<file path="src/rtl/bus_arbiter_pkg.sv">
// Shared constants, state encoding and bus payload type for the two-master device-bus arbiter.
package bus_arbiter_pkg;

   localparam logic        ARB_S_IDLE       = 1'b0;
   localparam logic        ARB_S_BURST      = 1'b1;
   localparam int unsigned ARB_BURST_MAX    = 8;
   localparam int unsigned ARB_STARVE_LIMIT = 4;

   localparam int unsigned ADDR_W = 32;
   localparam int unsigned DATA_W = 32;
   localparam int unsigned WE_W   = 4;
   localparam int unsigned CNT_W  = 8;
   localparam int unsigned STAT_W = 32;

   typedef enum logic {
      S_IDLE  = ARB_S_IDLE,
      S_BURST = ARB_S_BURST
   } arb_state_e;

   typedef struct packed {
      logic [ADDR_W-1:0] addr;
      logic [DATA_W-1:0] wd;
      logic [WE_W-1:0]   we;
   } bus_beat_t;

endpackage

</file>
<file path="src/rtl/arb_stats.sv">
// Free-running wrapping counters of CPU stall cycles and DMA-granted beats.
// Only present when ARB_STATS_EN is defined.
`ifdef ARB_STATS_EN
module arb_stats
   import bus_arbiter_pkg::*;
(
   input  logic              clk,
   input  logic              reset,
   input  logic              cpu_stall,
   input  logic              dma_beat,
   output logic [STAT_W-1:0] stat_cpu_stall,
   output logic [STAT_W-1:0] stat_dma_beats
);

   always_ff @(posedge clk or posedge reset) begin
      if (reset) begin
         stat_cpu_stall <= '0;
         stat_dma_beats <= '0;
      end else begin
         if (cpu_stall) stat_cpu_stall <= stat_cpu_stall + STAT_W'(1);
         if (dma_beat)  stat_dma_beats <= stat_dma_beats + STAT_W'(1);
      end
   end

endmodule
`endif

</file>
<file path="src/rtl/bus_arbiter.sv">
// CPU / DMA arbiter sharing the single Bridge port; DMA gets locked bursts with starvation protection.
// Optional statistics counters are built when ARB_STATS_EN is defined.
module bus_arbiter
   import bus_arbiter_pkg::*;
#(
   parameter int unsigned BURST_MAX    = ARB_BURST_MAX,
   parameter int unsigned STARVE_LIMIT = ARB_STARVE_LIMIT
) (
   input  logic              clk,
   input  logic              reset,
   input  logic              cpu_valid,
   input  logic [ADDR_W-1:0] cpu_addr,
   input  logic [DATA_W-1:0] cpu_wd,
   input  logic [WE_W-1:0]   cpu_we,
   input  logic              cpu_int_req,
   output logic [DATA_W-1:0] cpu_rd,
   output logic              cpu_stall,
   input  logic              dma_valid,
   input  logic [ADDR_W-1:0] dma_addr,
   input  logic [DATA_W-1:0] dma_wd,
   input  logic [WE_W-1:0]   dma_we,
   input  logic              dma_last,
   output logic              dma_ready,
   output logic [DATA_W-1:0] dma_rd,
   output logic [ADDR_W-1:0] bus_addr,
   output logic [DATA_W-1:0] bus_wd,
   output logic [WE_W-1:0]   bus_we,
   output logic              bus_req,
   input  logic [DATA_W-1:0] bus_rd,
   output logic [STAT_W-1:0] stat_cpu_stall,
   output logic [STAT_W-1:0] stat_dma_beats
);

   arb_state_e       st, st_nxt;
   logic [CNT_W-1:0] beat_cnt, beat_nxt, beat_inc;
   logic [CNT_W-1:0] starve_cnt, starve_nxt;
   logic             gnt_cpu, gnt_dma, force_dma;
   bus_beat_t        cpu_beat, dma_beat, bus_beat;

   // Grants are combinational so a granted beat completes in the same cycle; reset kills both.
   always_comb begin
      gnt_cpu   = 1'b0;
      gnt_dma   = 1'b0;
      force_dma = dma_valid && (starve_cnt == CNT_W'(STARVE_LIMIT));
      if (!reset) begin
         if (st == S_BURST) begin
            gnt_dma = dma_valid;
         end else if (force_dma) begin
            gnt_dma = 1'b1;
         end else if (cpu_valid) begin
            gnt_cpu = 1'b1;
         end else if (dma_valid) begin
            gnt_dma = 1'b1;
         end
      end
   end

   // Next-state: burst lock, beat counting and saturating starvation counter.
   always_comb begin
      st_nxt     = st;
      beat_nxt   = beat_cnt;
      starve_nxt = starve_cnt;
      beat_inc   = beat_cnt + CNT_W'(1);

      if (gnt_dma || !dma_valid) begin
         starve_nxt = '0;
      end else if (starve_cnt != CNT_W'(STARVE_LIMIT)) begin
         starve_nxt = starve_cnt + CNT_W'(1);
      end

      if (st == S_IDLE) begin
         if (gnt_dma) begin
            beat_nxt = CNT_W'(1);
            st_nxt   = (!dma_last && (BURST_MAX > 1)) ? S_BURST : S_IDLE;
         end
      end else if (gnt_dma) begin
         beat_nxt = beat_inc;
         if (dma_last || (beat_inc == CNT_W'(BURST_MAX))) st_nxt = S_IDLE;
      end else begin
         // DMA dropped its request mid-burst: release the lock.
         st_nxt   = S_IDLE;
         beat_nxt = '0;
      end
   end

   always_ff @(posedge clk or posedge reset) begin
      if (reset) begin
         st         <= S_IDLE;
         beat_cnt   <= '0;
         starve_cnt <= '0;
      end else begin
         st         <= st_nxt;
         beat_cnt   <= beat_nxt;
         starve_cnt <= starve_nxt;
      end
   end

   assign cpu_beat = '{addr: cpu_addr, wd: cpu_wd, we: cpu_we};
   assign dma_beat = '{addr: dma_addr, wd: dma_wd, we: dma_we};

   // Bus mux; Bridge req is only raised for an interrupted CPU access.
   always_comb begin
      bus_beat = '0;
      bus_req  = 1'b0;
      if (gnt_dma) begin
         bus_beat = dma_beat;
      end else if (gnt_cpu) begin
         bus_beat = cpu_beat;
         bus_req  = cpu_int_req;
      end
   end

   assign bus_addr  = bus_beat.addr;
   assign bus_wd    = bus_beat.wd;
   assign bus_we    = bus_beat.we;
   assign cpu_rd    = bus_rd;
   assign dma_rd    = bus_rd;
   assign cpu_stall = cpu_valid && !gnt_cpu && !reset;
   assign dma_ready = gnt_dma;

`ifdef ARB_STATS_EN
   arb_stats u_stats (
      .clk            (clk),
      .reset          (reset),
      .cpu_stall      (cpu_stall),
      .dma_beat       (gnt_dma),
      .stat_cpu_stall (stat_cpu_stall),
      .stat_dma_beats (stat_dma_beats)
   );
`else
   assign stat_cpu_stall = '0;
   assign stat_dma_beats = '0;
`endif

endmodule

</file>
<file path="config.mk">
export PLATFORM = sky130hd
export DESIGN_NAME = bus_arbiter
export DESIGN_NICKNAME = d
export VERILOG_FILES = /design/src/rtl/bus_arbiter_pkg.sv /design/src/rtl/arb_stats.sv /design/src/rtl/bus_arbiter.sv
export SDC_FILE = /design/constraint.sdc
export NUM_CORES = 1
export LEC_CHECK = 0
export CAP_MARGIN = 10
export CORE_AREA = 2 2 146 148
export DETAILED_ROUTE_END_ITERATION = 8
export DIE_AREA = 0 0 148 150
export PLACE_DENSITY = 0.47
export SYNTH_ARGS = -nofsm -noshare
export SYNTH_HDL_FRONTEND = slang
export SYNTH_SLANG_ARGS = --single-unit
</file>
<file path="constraint.sdc">
create_clock -name clk -period 4.34 [get_ports clk]
set_clock_uncertainty 0.15 [all_clocks]
set_input_delay 0.868 -clock clk [delete_from_list [all_inputs] [get_ports clk]]
set_output_delay 0.868 -clock clk [all_outputs]
set_load 0.05 [all_outputs]
</file>
**After elaboration in Yosys (flattened, before gate mapping)**

Cells that the tools add are included.
W data, S select, Z words.

- Add/subtract/negate cells: 2
- Reduce and logical (&&, ||, !) cells: 10
- Muxes and demuxes: 23
- Equality and inequality tests: 3

Operators by type and width:

| operator | number |
|---|---|
| $mux W68 | 2 |
| $mux W8 | 5 |
| $add A8 B1 Y8 const B | 2 |
| $mux W1 | 16 |
| $eq A8 B3 Y1 const B | 1 |
| $eq A8 B4 Y1 const B | 1 |
| $ne A8 B3 Y1 const B | 1 |
| $reduce_bool A2 Y1 | 2 |
| $logic_and A1 B1 Y1 | 3 |
| $logic_not A1 Y1 | 3 |
| $logic_or A1 B1 Y1 | 2 |

- Register bits: 17
- Bits of input ports: 174
- Output and inout port bits: 199
- Logic and storage cells: 41

**Depth between registers and ports, before layout**

Gate-level depths: netlist of the first run.

- Depth in word-level cells: 8
- Depth in mapped cells: 9
- Gate-level depth less buffers: 7

**Worst setup path after synthesis of the first run**

Ideal clock, no wire load.

- Path kind: input -> output
- Start: input port reset
- End: output port bus_addr[22]
- Stages on the path: 6
- Path buffers: 2
- Setup slack: 0.801 ns
- Arrival time: 2.521 ns
- Required time: 3.322 ns
- Cell sequence: inv_1 -> nand2_1 -> nor3_2 -> buf_2 -> buf_2 -> a22o_1

- Cells in the longest elaborated chain, start to end: 3
- Elaborated cells on any way between the ends: 4
- Classes of those cells: mux (4)

Ends and longest elaborated chain:

| what | line | source |
|---|---|---|
| start: declaration | bus_arbiter.sv:10 | `input logic reset,` |
| $mux W1 | bus_arbiter.sv:45 | `if (!reset) begin` |
| $mux W68 | bus_arbiter.sv:107 | `end else if (gnt_cpu) begin` |
| $mux W68 * | bus_arbiter.sv:105 | `if (gnt_dma) begin` |
| end: declaration | bus_arbiter.sv:25 | `output logic [ADDR_W-1:0] bus_addr,` |

Mark *: on every way between the ends. The rest lies on a longest branch, timed or not.

**Final worst setup path of the first run**

- Start: input port dma_valid
- End: output port cpu_stall

- Cells in the longest elaborated chain, start to end: 7

Ends and longest elaborated chain:

| what | line | source |
|---|---|---|
| start: declaration | bus_arbiter.sv:18 | `input logic dma_valid,` |
| $logic_and A1 B1 Y1 | bus_arbiter.sv:44 | `force_dma = dma_valid && (starve_cnt == CNT_W'(STARVE_LIMIT));` |
| $mux W1 | bus_arbiter.sv:48 | `end else if (force_dma) begin` |
| $mux W1 | bus_arbiter.sv:46 | `if (st == S_BURST) begin` |
| $mux W1 | bus_arbiter.sv:45 |  |
| $logic_not A1 Y1 | bus_arbiter.sv:118 | `assign cpu_stall = cpu_valid && !gnt_cpu && !reset;` |
| $logic_and A1 B1 Y1 (2 in a row) | bus_arbiter.sv:118 |  |
| end: declaration | bus_arbiter.sv:17 | `output logic cpu_stall,` |

Every way passes these cells.

==> flow_summary.json, run 1 <==
{
  "layout_commonest_cell": "clkdlybuf4s50_1",
  "synth-main-ff-cell": "dfrtp_1",
  "finalPower_mw": 1.06,
  "drtIter0Drc": 61,
  "detail-route-antenna-nets": 0,
  "fp.dieW_um": 148,
  "synthCells": 324,
  "peakVddDrop_uv": 126,
  "ctsResizeCount": 0,
  "rsz0062_at_grt": "no",
  "layout.cells.most_common_list": "clkdlybuf4s50_1, buf_12, a22o_1, conb_1, dfrtp_1",
  "cts-root-buf": "clkbuf_16",
  "diodes": 0,
  "syn2layout_area_growth_pct": 91.8,
  "pwr-share-comb_pct": 66.4,
  "maxSlewHeadroom_pct": 39.6,
  "power.density_nw_per_um2": 206,
  "crit_arrival_ns": 2.82,
  "routedWlPerCell_um": 14.7,
  "drive_gt1_share_pct": 17.9,
  "synth_compound_area_share_pct": 28.5,
  "clock_latency_ns": 0.25,
  "synthAdderAreaFrac_pct": 1.87,
  "switching_share_pct": 43.2,
  "finalSetupViolations": 0,
  "chipHeight_um": 150,
  "grt_pass1_wl_um": 14700,
  "start_util_pct": 13.0,
  "hold_buffers": 0,
  "cts_tree": "yes",
  "power_frac_seq_pct": 16.2,
  "ys_async_sr_fraction_pct": 100,
  "cp_max_fo": 3,
  "yosysUniqueCellTypes": 45,
  "drv_slew": 0,
  "viasPerCell": 3.63,
  "gr-usage-all-layers_pct": 8.28,
  "cts_sinks": 17,
  "portBuffers": 212,
  "final-hold-violation-count": 0,
  "p_sw_uw": 457,
  "rows": 53,
  "synthMuxAreaShare_pct": 0.373,
  "gp_congestion": 0.785,
  "avgSynthCellArea_um2": 8.27,
  "maxCapViolations": 0,
  "seq_area_frac_synth_pct": 15.9,
  "hpwl_um": 9100,
  "core_area_um2": 20700,
  "overflow": 0,
  "status": "complete, no violations",
  "die_area_um2": 22200,
  "grt_max_degree": 70,
  "tns_ns": 0,
  "num_vias": 2678,
  "synth_top_area_share_pct": 37.3,
  "firstDrtPassIters": 5,
  "p_int_uw": 601,
  "period_needed_ns": 3.84,
  "cts.htree.levels": 1,
  "syn_area_um2": 2680,
  "yosys_warnings": 0,
  "maxClockFrequency_ghz": 0.261,
  "grt_antenna_before_repair": 0,
  "yosys.area_share.simple_pct": 10.0,
  "grt_pass1_vias": 2523,
  "cts.clk_slew.worst_paths_ns": 0.05,
  "synthXorXnorAreaFrac_pct": 1.96,
  "ys_seq_elements": 17,
  "synth_edf_count": 0,
  "synth_area_leaders": "buf_4, a22o_1, dfrtp_1, ha_1, nand3_1",
  "nFillCells": 2214,
  "drc": 0,
  "critPathRequiredTime_ns": 3.32,
  "fin_crit_sh_pct": 88.4,
  "worst_pin_slew_ns": 0.898,
  "crit_type": "input pin to output pin",
  "final_nets": 642,
  "hp-class": "register to register",
  "synth_top_family_by_area": "buffers and inverters",
  "yosysTopAreaCell": "buf_4",
  "critPathCaptureType": "output pin",
  "ios": 373,
  "wl_um": 10800,
  "cts_setup_buffers": 0,
  "clockBufferDepth": 2,
  "cts_buffers": 3,
  "clkPwrFrac_pct": 17.4,
  "p_leak_nw": 2.11,
  "startpoint_type": "input pin"
}
==> path summary, 6_finish.rpt <==
check	start	cells past startpoint	end	slack (ns)
worst max-delay path	dma_valid	6	cpu_stall	0.50
min in group asynchronous	reset	3	beat_cnt[4]	0.87
max in group asynchronous	reset	3	starve_cnt[4]	2.96
worst min register to register	beat_cnt[0]	1	beat_cnt[0]	0.39
worst min-delay path	beat_cnt[0]	1	beat_cnt[0]	0.39
worst max register to register	starve_cnt[0]	6	starve_cnt[0]	2.11
==> cells by family (layout without fill, tap and decap cells) <==
group | after synthesis | after routing
XOR/XNOR | 6 | 6
buffers and inverters | 153 | 229
AO/OA/AOI/OAI | 93 | 93
other | 1 | 64
flip-flops | 17 | 17
AND/OR/NAND/NOR | 49 | 49
multiplexers | 1 | 1
adder cells (fa/ha/maj) | 4 | 4
==> sequential cells by signal, indices dropped and copies added, names as in the netlist <==
| signal | count |
|---|---|
| st | 1 |
| beat_cnt | 8 |
| starve_cnt | 8 |
==> per-layer routing <==
metal  vias up  part of all wire, %  track usage [%]  wire length [um]
met2       170                   52             15.3              5670
met1      1237                   36             9.41              3940
met4         0                  1.2             1.62               134
li1       1249                    -                -                 -
met5         -                    0                0                 0
met3        22                   10             2.59              1080
==> critical path, stage by stage <==
cell and delay, ns:
clkdlybuf4s50_1 0.50, inv_1 0.07, nor3_1 0.40, nor2_1 0.08
nor2_1 0.09, clkdlybuf4s50_1 0.81
==> synth_stat cells, types with 2 or more instances <==
cell      count
nand2b_1      2
a21oi_1       4
xor2_1        5
o21ai_0       5
or3_1         2
nor3_1        2
ha_1          4
a31oi_1       5
and3_1        4
inv_1         8
nand3_1      10
dfrtp_1      17
clkbuf_1      7
buf_4       133
and2_1        3
nand2_1       9
buf_2         2
a22o_1       68
nor2_1        8
==> power by group through the flow <==
stage,combinational [mW],clock [mW],sequential (mW)
3_5_place_dp,0.705,0,0.174
6_report,0.703,0.185,0.171
5_1_grt,0.728,0.198,0.172
4_1_cts,0.706,0.189,0.171
3_3_place_gp,0.701,0,0.173
2_1_floorplan,0.561,0,0.171
==> metrics by stage <==
step	util, %	hold slack (ns)	cells	instance area, um2	setup slack, ns
final	24.8	0.393	738	5140	0.504
after global routing	24.8	0.400	738	5140	0.340
after CTS	24.8	0.395	738	5140	0.466
after detailed placement	24.5	0.388	734	5060	0.479
after global placement	24.5	0.354	734	5060	0.538
after floorplan	-	0.333	387	2920	0.801
==> layout make-up <==
| type | count | area (um2) | area share [%] |
|---|---|---|---|
| repair buffers | 216 | 2870 | 55.7 |
| well taps | 275 | 344 | 6.69 |
| flip-flops and latches | 17 | 425 | 8.27 |
| multi-input cells | 217 | 1390 | 27.1 |
| clock buffers | 4 | 78.8 | 1.53 |
| inverters | 9 | 36.3 | 0.706 |
(Power assumes the default switching activity.)
==> run 2: changes to the inputs <==
- MAX_ROUTING_LAYER: unset -> met4
==> run 2 against run 1 <==
Compared with the run above: clock power about the same; non-clock buffer count unchanged; total power decreased by 0.11%; highest routed layer unchanged; critical path type unchanged; hold slack got worse by 0.0021 ns; critical endpoint is now bus_addr[14]; final cell count unchanged; worst setup slack got worse by 0.0027 ns; count of clock-buffer cells in the layout unchanged; global-route usage increased by 0.23 points.
==> flow_summary.json, run 2 (synthesized netlist as in run 1, its figures left out) <==
{
  "hpwl_um": 9100,
  "fp.dieW_um": 148,
  "grtUsageMet1_pct": 9.32,
  "routedWlPerCell_um": 14.7,
  "fin_cells": 738,
  "layout.cells.most_common_list": "clkdlybuf4s50_1, buf_12, a22o_1, conb_1, dfrtp_1",
  "final-hold-violation-count": 0,
  "cts-root-buf": "clkbuf_16",
  "crit_type": "input pin to output pin",
  "cts_buffers": 3,
  "final_nets": 642,
  "ios": 373,
  "tns_ns": 0,
  "chipHeight_um": 150,
  "rsz0062_at_grt": "no",
  "die_area_um2": 22200,
  "hp-start": "beat_cnt[0]",
  "drc": 0,
  "start_util_pct": 13.0,
  "critPathCaptureType": "output pin",
  "grt_pass1_vias": 2525,
  "hp-class": "register to register",
  "critPathRequiredTime_ns": 3.32,
  "rr_startpoint": "starve_cnt[0]",
  "rows": 53,
  "reg2reg_depth": 6,
  "clock_latency_ns": 0.24,
  "startpoint": "dma_valid",
  "drv_slew": 0,
  "peakVddDrop_uv": 127,
  "clockBufferDepth": 2,
  "gp_congestion": 0.796,
  "detail-route-antenna-nets": 0,
  "cts_tree": "yes",
  "p_leak_nw": 2.11,
  "cp-endpoint": "bus_addr[14]",
  "period_needed_ns": 3.84,
  "cts_setup_buffers": 0,
  "ctsResizeCount": 0,
  "layout_commonest_cell": "clkdlybuf4s50_1",
  "top_regs": "beat_cnt x8, starve_cnt x8, st x1",
  "grt_max_degree": 70,
  "worst_pin_slew_ns": 0.893,
  "cts_sinks": 17,
  "reg2reg_to": "starve_cnt[0]",
  "maxCapViolations": 0,
  "crit_arrival_ns": 2.82,
  "cts.htree.levels": 1,
  "gr-usage-all-layers_pct": 8.51,
  "gr-usage-met2_pct": 15.4,
  "overflow": 0,
  "grt_antenna_before_repair": 0,
  "maxClockFrequency_ghz": 0.260,
  "syn2layout_area_growth_pct": 91.8,
  "status": "complete, no violations",
  "startpoint_type": "input pin",
  "cts.clk_slew.worst_paths_ns": 0.05,
  "fin_util_pct": 24.8,
  "num_vias": 2675,
  "wl_um": 10800,
  "finalSetupViolations": 0,
  "hold_buffers": 0,
  "drive_gt1_share_pct": 17.9,
  "fin_crit_sh_pct": 88.5,
  "finalPower_mw": 1.06,
  "place_inst": 734,
  "viasPerCell": 3.62,
  "ff2ff_setup_slack_ns": 2.11,
  "core_area_um2": 20700,
  "gr-max-usage-layer": "met2",
  "grt_pass1_wl_um": 14700,
  "diodes": 0,
  "portBuffers": 212,
  "cp_max_fo": 69,
  "firstDrtPassIters": 5,
  "maxSlewHeadroom_pct": 39.9,
  "met3_usage_pct": 2.53,
  "post_dp_cell_area_um2": 5060,
  "power.density_nw_per_um2": 206,
  "design_area_um2": 5140,
  "drtIter0Drc": 66
}
==> run 2: cell counts in the layout (fill, tap and decap cells not counted) <==
No cell type changed its count.
==> run 2: worst min-delay path by stage <==
stage / endpoint / slack, ns / depth (start not counted)
floorplan: beat_cnt[7] / 0.33 / 1
global placement: beat_cnt[7] / 0.35 / 1
detailed placement: beat_cnt[7] / 0.39 / 1
CTS: beat_cnt[7] / 0.39 / 1
global route: beat_cnt[7] / 0.40 / 1
finish: beat_cnt[0] / 0.39 / 1
==> run 2: area by class of cell <==
class	instances	area, um2
inverter	9	36.3
fill	2214	15500
multi-input combinational	217	1390
sequential	17	425
clock buffer	4	78.8
timing repair buffer	216	2870
tap	275	344
==> run 2: worst max-delay path: stages <==
cell             delay (ns)
clkdlybuf4s50_1        0.50
inv_1                  0.07
nor3_1                 0.40
nor3_4                 0.07
buf_4                  0.31
a22o_1                 0.34
buf_12                 0.16
==> run 2: metrics by stage <==
step,hold slack (ns),setup slack (ns)
CTS,0.395,0.466
floorplan,0.333,0.801
global placement,0.354,0.538
detailed placement,0.388,0.479
global route,0.400,0.340
finish,0.391,0.501
==> run 2: metal layers <==
metal	wire, um	up-vias
li1	-	1249
met1	3900	1230
met2	5720	173
met3	1070	23
met4	140	0
met5	0	-
==> run 2: power breakdown <==
| part | switching [mW] | internal (mW) |
|---|---|---|
| clock network | 0.0584 | 0.125 |
| logic | 0.390 | 0.313 |
| registers | 0.00736 | 0.164 |
| total | 0.456 | 0.601 |
